===== src/rtl/sub_bytes_engine.sv =====
// Iterative AES SubBytes / InvSubBytes unit for one 128-bit state.
// LANES bytes are substituted per cycle, so one block takes 16/LANES RUN cycles.
module sub_bytes_engine #(
    parameter int unsigned LANES = 4
) (
    input  logic         clk,
    input  logic         rst_n,
    input  logic         in_valid,
    output logic         in_ready,
    input  logic         in_mode,
    input  logic [0:127] in_state,
    output logic         out_valid,
    input  logic         out_ready,
    output logic [0:127] out_state,
    output logic         busy
);

    localparam int unsigned CYCLES = 16 / LANES;
    localparam int unsigned CNT_W  = (CYCLES > 1) ? $clog2(CYCLES) : 1;
    localparam int unsigned LANE_W = 8 * LANES;

    generate
        if (!(LANES == 1 || LANES == 2 || LANES == 4 || LANES == 8 || LANES == 16)) begin : g_bad_lanes
            $error("sub_bytes_engine: LANES must be 1, 2, 4, 8 or 16");
        end
    endgenerate

    // Byte b of each table sits at bits [8b:8b+7].
    localparam logic [0:2047] SBOX_FWD = {
        128'h637c777bf26b6fc53001672bfed7ab76, 128'hca82c97dfa5947f0add4a2af9ca472c0,
        128'hb7fd9326363ff7cc34a5e5f171d83115, 128'h04c723c31896059a071280e2eb27b275,
        128'h09832c1a1b6e5aa0523bd6b329e32f84, 128'h53d100ed20fcb15b6acbbe394a4c58cf,
        128'hd0efaafb434d338545f9027f503c9fa8, 128'h51a3408f929d38f5bcb6da2110fff3d2,
        128'hcd0c13ec5f974417c4a77e3d645d1973, 128'h60814fdc222a908846eeb814de5e0bdb,
        128'he0323a0a4906245cc2d3ac629195e479, 128'he7c8376d8dd54ea96c56f4ea657aae08,
        128'hba78252e1ca6b4c6e8dd741f4bbd8b8a, 128'h703eb5664803f60e613557b986c11d9e,
        128'he1f8981169d98e949b1e87e9ce5528df, 128'h8ca1890dbfe6426841992d0fb054bb16
    };

    localparam logic [0:2047] SBOX_INV = {
        128'h52096ad53036a538bf40a39e81f3d7fb, 128'h7ce339829b2fff87348e4344c4dee9cb,
        128'h547b9432a6c2233dee4c950b42fac34e, 128'h082ea16628d924b2765ba2496d8bd125,
        128'h72f8f66486689816d4a45ccc5d65b692, 128'h6c704850fdedb9da5e154657a78d9d84,
        128'h90d8ab008cbcd30af7e45805b8b34506, 128'hd02c1e8fca3f0f02c1afbd0301138a6b,
        128'h3a9111414f67dcea97f2cfcef0b4e673, 128'h96ac7422e7ad3585e2f937e81c75df6e,
        128'h47f11a711d29c5896fb7620eaa18be1b, 128'hfc563e4bc6d279209adbc0fe78cd5af4,
        128'h1fdda8338807c731b11210592780ec5f, 128'h60517fa919b54a0d2de57a9f93c99cef,
        128'ha0e03b4dae2af5b0c8ebbb3c83539961, 128'h172b047eba77d626e169146355210c7d
    };

    function automatic logic [7:0] sub_byte(input logic [7:0] b, input logic fwd);
        logic [10:0] idx;
        idx = {b, 3'b000};
        return fwd ? SBOX_FWD[idx +: 8] : SBOX_INV[idx +: 8];
    endfunction

    typedef enum logic [1:0] {
        ST_IDLE = 2'd0,
        ST_RUN  = 2'd1,
        ST_DONE = 2'd2
    } state_t;

    state_t             r_state;
    state_t             w_state_nxt;
    logic [CNT_W-1:0]   r_cnt;
    logic               r_mode;
    logic [0:127]       r_work;
    logic [0:127]       r_out_state;
    logic               r_in_ready;
    logic               r_out_valid;
    logic               r_busy;
    logic               w_in_ready_nxt;
    logic               w_out_valid_nxt;
    logic               w_busy_nxt;
    logic               w_accept;
    logic               w_last;
    logic [6:0]         w_base;
    logic [0:LANE_W-1]  w_win;
    logic [0:LANE_W-1]  w_sub;
    logic [0:127]       w_work_nxt;

    assign w_accept = in_valid && r_in_ready;
    assign w_last   = (r_cnt == CNT_W'(CYCLES - 1));

    always_ff @(posedge clk or negedge rst_n) begin
        if (!rst_n) r_state <= ST_IDLE;
        else        r_state <= w_state_nxt;
    end

    always_comb begin
        w_state_nxt = r_state;
        case (r_state)
            ST_IDLE: if (w_accept)  w_state_nxt = ST_RUN;
            ST_RUN:  if (w_last)    w_state_nxt = ST_DONE;
            ST_DONE: if (out_ready) w_state_nxt = ST_IDLE;
            default:                w_state_nxt = ST_IDLE;
        endcase
    end

    // Handshake flags are decoded from the next state and registered below.
    always_comb begin
        w_in_ready_nxt  = 1'b0;
        w_out_valid_nxt = 1'b0;
        w_busy_nxt      = 1'b0;
        case (w_state_nxt)
            ST_IDLE: w_in_ready_nxt = 1'b1;
            ST_RUN:  w_busy_nxt     = 1'b1;
            ST_DONE: begin
                w_out_valid_nxt = 1'b1;
                w_busy_nxt      = 1'b1;
            end
            default: w_in_ready_nxt = 1'b1;
        endcase
    end

    always_ff @(posedge clk or negedge rst_n) begin
        if (!rst_n) begin
            r_in_ready  <= 1'b1;
            r_out_valid <= 1'b0;
            r_busy      <= 1'b0;
        end else begin
            r_in_ready  <= w_in_ready_nxt;
            r_out_valid <= w_out_valid_nxt;
            r_busy      <= w_busy_nxt;
        end
    end

    // Lane window for the current counter value; bytes outside it pass through.
    always_comb begin
        w_base     = 7'(r_cnt) * 7'(LANE_W);
        w_win      = r_work[w_base +: LANE_W];
        w_sub      = w_win;
        for (int unsigned l = 0; l < LANES; l++) begin
            w_sub[8*l +: 8] = sub_byte(w_win[8*l +: 8], r_mode);
        end
        w_work_nxt = r_work;
        w_work_nxt[w_base +: LANE_W] = w_sub;
    end

    always_ff @(posedge clk or negedge rst_n) begin
        if (!rst_n) begin
            r_cnt       <= '0;
            r_mode      <= 1'b0;
            r_work      <= '0;
            r_out_state <= '0;
        end else begin
            case (r_state)
                ST_IDLE: begin
                    if (w_accept) begin
                        r_work <= in_state;
                        r_mode <= in_mode;
                        r_cnt  <= '0;
                    end
                end
                ST_RUN: begin
                    r_work <= w_work_nxt;
                    r_cnt  <= w_last ? '0 : r_cnt + CNT_W'(1);
                    if (w_last) r_out_state <= w_work_nxt;
                end
                default: ;
            endcase
        end
    end

    assign in_ready  = r_in_ready;
    assign out_valid = r_out_valid;
    assign out_state = r_out_state;
    assign busy      = r_busy;

endmodule


===== config.mk =====
export PLATFORM = sky130hd
export DESIGN_NAME = sub_bytes_engine
export DESIGN_NICKNAME = d
export VERILOG_FILES = /design/src/rtl/sub_bytes_engine.sv
export SDC_FILE = /design/constraint.sdc
export NUM_CORES = 2
export LEC_CHECK = 0
export CAP_MARGIN = 5
export CORE_MARGIN = 4
export CORE_UTILIZATION = 30
export DETAILED_ROUTE_END_ITERATION = 10
export HOLD_SLACK_MARGIN = 0.12
export PLACE_DENSITY = 0.45
export SETUP_SLACK_MARGIN = 0.5
export SYNTH_ARGS = -nofsm -noshare
export SYNTH_HDL_FRONTEND = slang
export SYNTH_SLANG_ARGS = --single-unit

===== constraint.sdc =====
create_clock -name clk -period 7.64 [get_ports clk]
set_input_delay 2.292 -clock clk [delete_from_list [all_inputs] [get_ports clk]]
set_output_delay 2.292 -clock clk [all_outputs]
set_load 0.03 [all_outputs]

==> flow_summary_export.csv <==
group,metric,value,unit
final_layout,multi_input_area,0.0265,mm^2
worst_setup_path,crit_start,"r_cnt[0]$_DFFE_PN0P_",
yosys,yosys-top-cells-count,"o21ai_0, a21oi_1, nand2_1",
floorplan,die_area,0.125,mm^2
drt,drtIter0Drc,10000,
final_layout,final_util,34.6,%
run,drv_cap,0,
worst_hold_path,hp-class,"register to register",
worst_setup_path,cp.arrival,6.78,ns
yosys,ys.flop_type,"dfrtp_1",
yosys,synth_async_sr_flop_share,100,%
worst_hold_path,min_path_cells,2,
sta,slew-limit-headroom,7.49,%
clock_tree,cts_tree,"yes",
floorplan,fp.coreArea,0.118,mm^2
global_route,grt_pass1_vias,46700,
drt,dr.pass1.iters,7,
sta,fin_tns_setup,0,ns
sta,rsz0062_at_grt,"no",
yosys,netlist_top_cells_area,"dfrtp_1, o21ai_0, a21oi_1",
drt,viasPerCell,7.60,
yosys,synth.cell_area,0.0357,mm^2
worst_setup_path,worstReg2RegEnd,"out_state[6]$_DFFE_PN0P_",
sta,min_period_over_period,83.0,%
sta,fmax,158,MHz
yosys,yosysSeqAreaShare,18.5,%
sta,drv_slew,0,
drt,dr_total_vias,50000,
sta,setup_viol,0,
global_route,grt_pass1_wl,388000,um
worst_setup_path,path_max_fanout,26,
worst_setup_path,critPathKind,"register to register",
worst_setup_path,endpoint,"out_state[6]$_DFFE_PN0P_",
worst_setup_path,cp-start-kind,"register",
worst_setup_path,reg2reg_slack,1.30,ns
placed_design,io_buffers,263,
clock_tree,htreeDepth,2,
worst_setup_path,worst-r2r-cell-count,12,
sta,finalClockSkew,0.0526,ns
drt,totalWireLength,283000,um
yosys,yosysMostFrequentCell,"o21ai_0",
final_layout,register_area,0.00662,mm^2
global_route,overflow,0,
global_route,antenna_found_initial,23,
drt,ant_nets,0,
yosys,synth_nets,5332,
clock_tree,clock_latency,0.64,ns
clock_tree,holdBufCountCts,0,
worst_hold_path,hp-start,"out_state[109]$_DFFE_PN0P_",
final_layout,drive_gt1_share,8.83,%
floorplan,start_util,30.2,%
floorplan,std_cell_rows,126,
clock_tree,cts_sinks,264,
yosys,synth_edf_count,0,
global_route,grt_max_degree,114,
clock_tree,clk_pin_slew,0.06,ns
yosys,yosysWarnings,0,
placed_design,place_congestion,1.11,
floorplan,fp.dieH,353,um
clock_tree,cts-resized-gates,0,
sta,finalCriticalPeriod,6.34,ns
yosys,synth.avg_cell_area,7.00,um^2
clock_tree,cts_buffer_depth,3,
global_route,grt_use_total,42.8,%
sta,tightest_slew,1.38,ns
worst_setup_path,reg2reg_from,"r_cnt[0]$_DFFE_PN0P_",
worst_setup_path,worstSetupEndpointType,"register",
yosys,yosysTopAreaCellShare,18.4,%
clock_tree,cts_buffers,37,
yosys,synth_seq_cells,264,
worst_setup_path,cp.required,8.08,ns
yosys,syn_inst,5094,
yosys,synth.largest_area_cell,"dfrtp_1",
clock_tree,root_buffer,"clkbuf_16",
final_layout,num-fill-cells,12800,
drt,routedWlPerCell,42.9,um
drt,drc,0,
placed_design,dpl.hpwl,196000,um
run_status,status,"finished, final reports clean",
floorplan,num_io_pins,264,
floorplan,fp.dieW,353,um
yosys,synth.distinct_cells,108,
final_layout,area_growth,14.4,%
clock_tree,post_cts_buffers,0,
sta,hold_violations,0,
final_layout,nets,5247,
-- through the flow --
stage | setup WS, ns | hold WS [ns] | instances | area (um^2)
CTS | 1.70 | 0.486 | 6573 | 40800
floorplan | 2.08 | 0.467 | 5094 | 35700
detailed placement | 1.71 | 0.465 | 6505 | 39500
global route | 1.23 | 0.506 | 6575 | 40800
global placement | 1.67 | 0.460 | 6505 | 39500
finish | 1.30 | 0.475 | 6585 | 40800
-- kinds of logic (layout without fill, tap and decap cells) --
family,Yosys count,count (layout),share of synthesized area [%]
AOI/OAI and AO/OA,2382,2382,44.5
xor gates and xnor gates,11,11,0.312
adders and majority gates,105,105,3.75
buffers and inverters,642,586,7.62
DFF,264,264,18.5
muxes,123,123,4.44
other,0,11,0
and+or+nand+nor,1567,1567,20.9
-- placed cells by master, fill, tap and decap left out, types with 68 or more instances in the layout --
cell and n:
nand3_1 166, a311oi_1 76, buf_4 199, nor2_1 369
clkdlybuf4s50_1 262, nor3_1 114, nand2b_1 102, a21oi_1 496
a31oi_1 130, ha_1 99, o21ai_0 580, a22oi_1 152
nand2_1 492, dfrtp_1 260, o221ai_1 68, o211ai_1 96
nor3b_1 88, a211oi_1 107
-- metal layers --
layer | GRT usage [%] | share of wire [%] | vias up
met4 | 25.0 | 8.0 | 6
li1 | - | - | 19600
met1 | 53.4 | 37 | 24200
met5 | 0 | 0.019 | -
met2 | 62.6 | 41 | 4934
met3 | 16.4 | 14 | 1281
-- worst min-delay path by stage --
stage	endpoint	slack (ns)
floorplan	r_work[126]$_DFFE_PN0P_	0.47
global placement	out_state[109]$_DFFE_PN0P_	0.46
detailed placement	out_state[108]$_DFFE_PN0P_	0.46
CTS	out_state[109]$_DFFE_PN0P_	0.49
global route	out_state[48]$_DFFE_PN0P_	0.51
finish	out_state[109]$_DFFE_PN0P_	0.48
-- critical path: stages, from the launching register on --
cell and delay (ns):
dfrtp_4 0.86, mux4_2 0.64, inv_1 0.45, ha_1 1.11, inv_1 0.29, ha_1 0.46, o311ai_0 0.55, a32o_1 0.24
a22oi_1 0.06, or4_1 0.64, a32oi_1 0.24, o311a_1 0.42, o21ai_0 0.17
-- sequential cells by signal (all words and copies together), names as in the netlist --
signal and count:
busy 1, in_ready 1, out_state 128, out_valid 1, r_cnt 2, r_mode 1, r_state 2, r_work 128
-- final cells by class --
type | instances | share of cell area, %
timing repair buffer | 469 | 10.4
clock buffer | 51 | 2.62
sequential | 264 | 16.2
multi-input combinational | 4188 | 65.0
clock inverter | 17 | 0.457
tap | 1536 | 4.71
inverter | 49 | 0.478
antenna | 11 | 0.0674
Power is not shown: default switching activity piles up to over one toggle a cycle in this logic, so the estimate is an artifact.
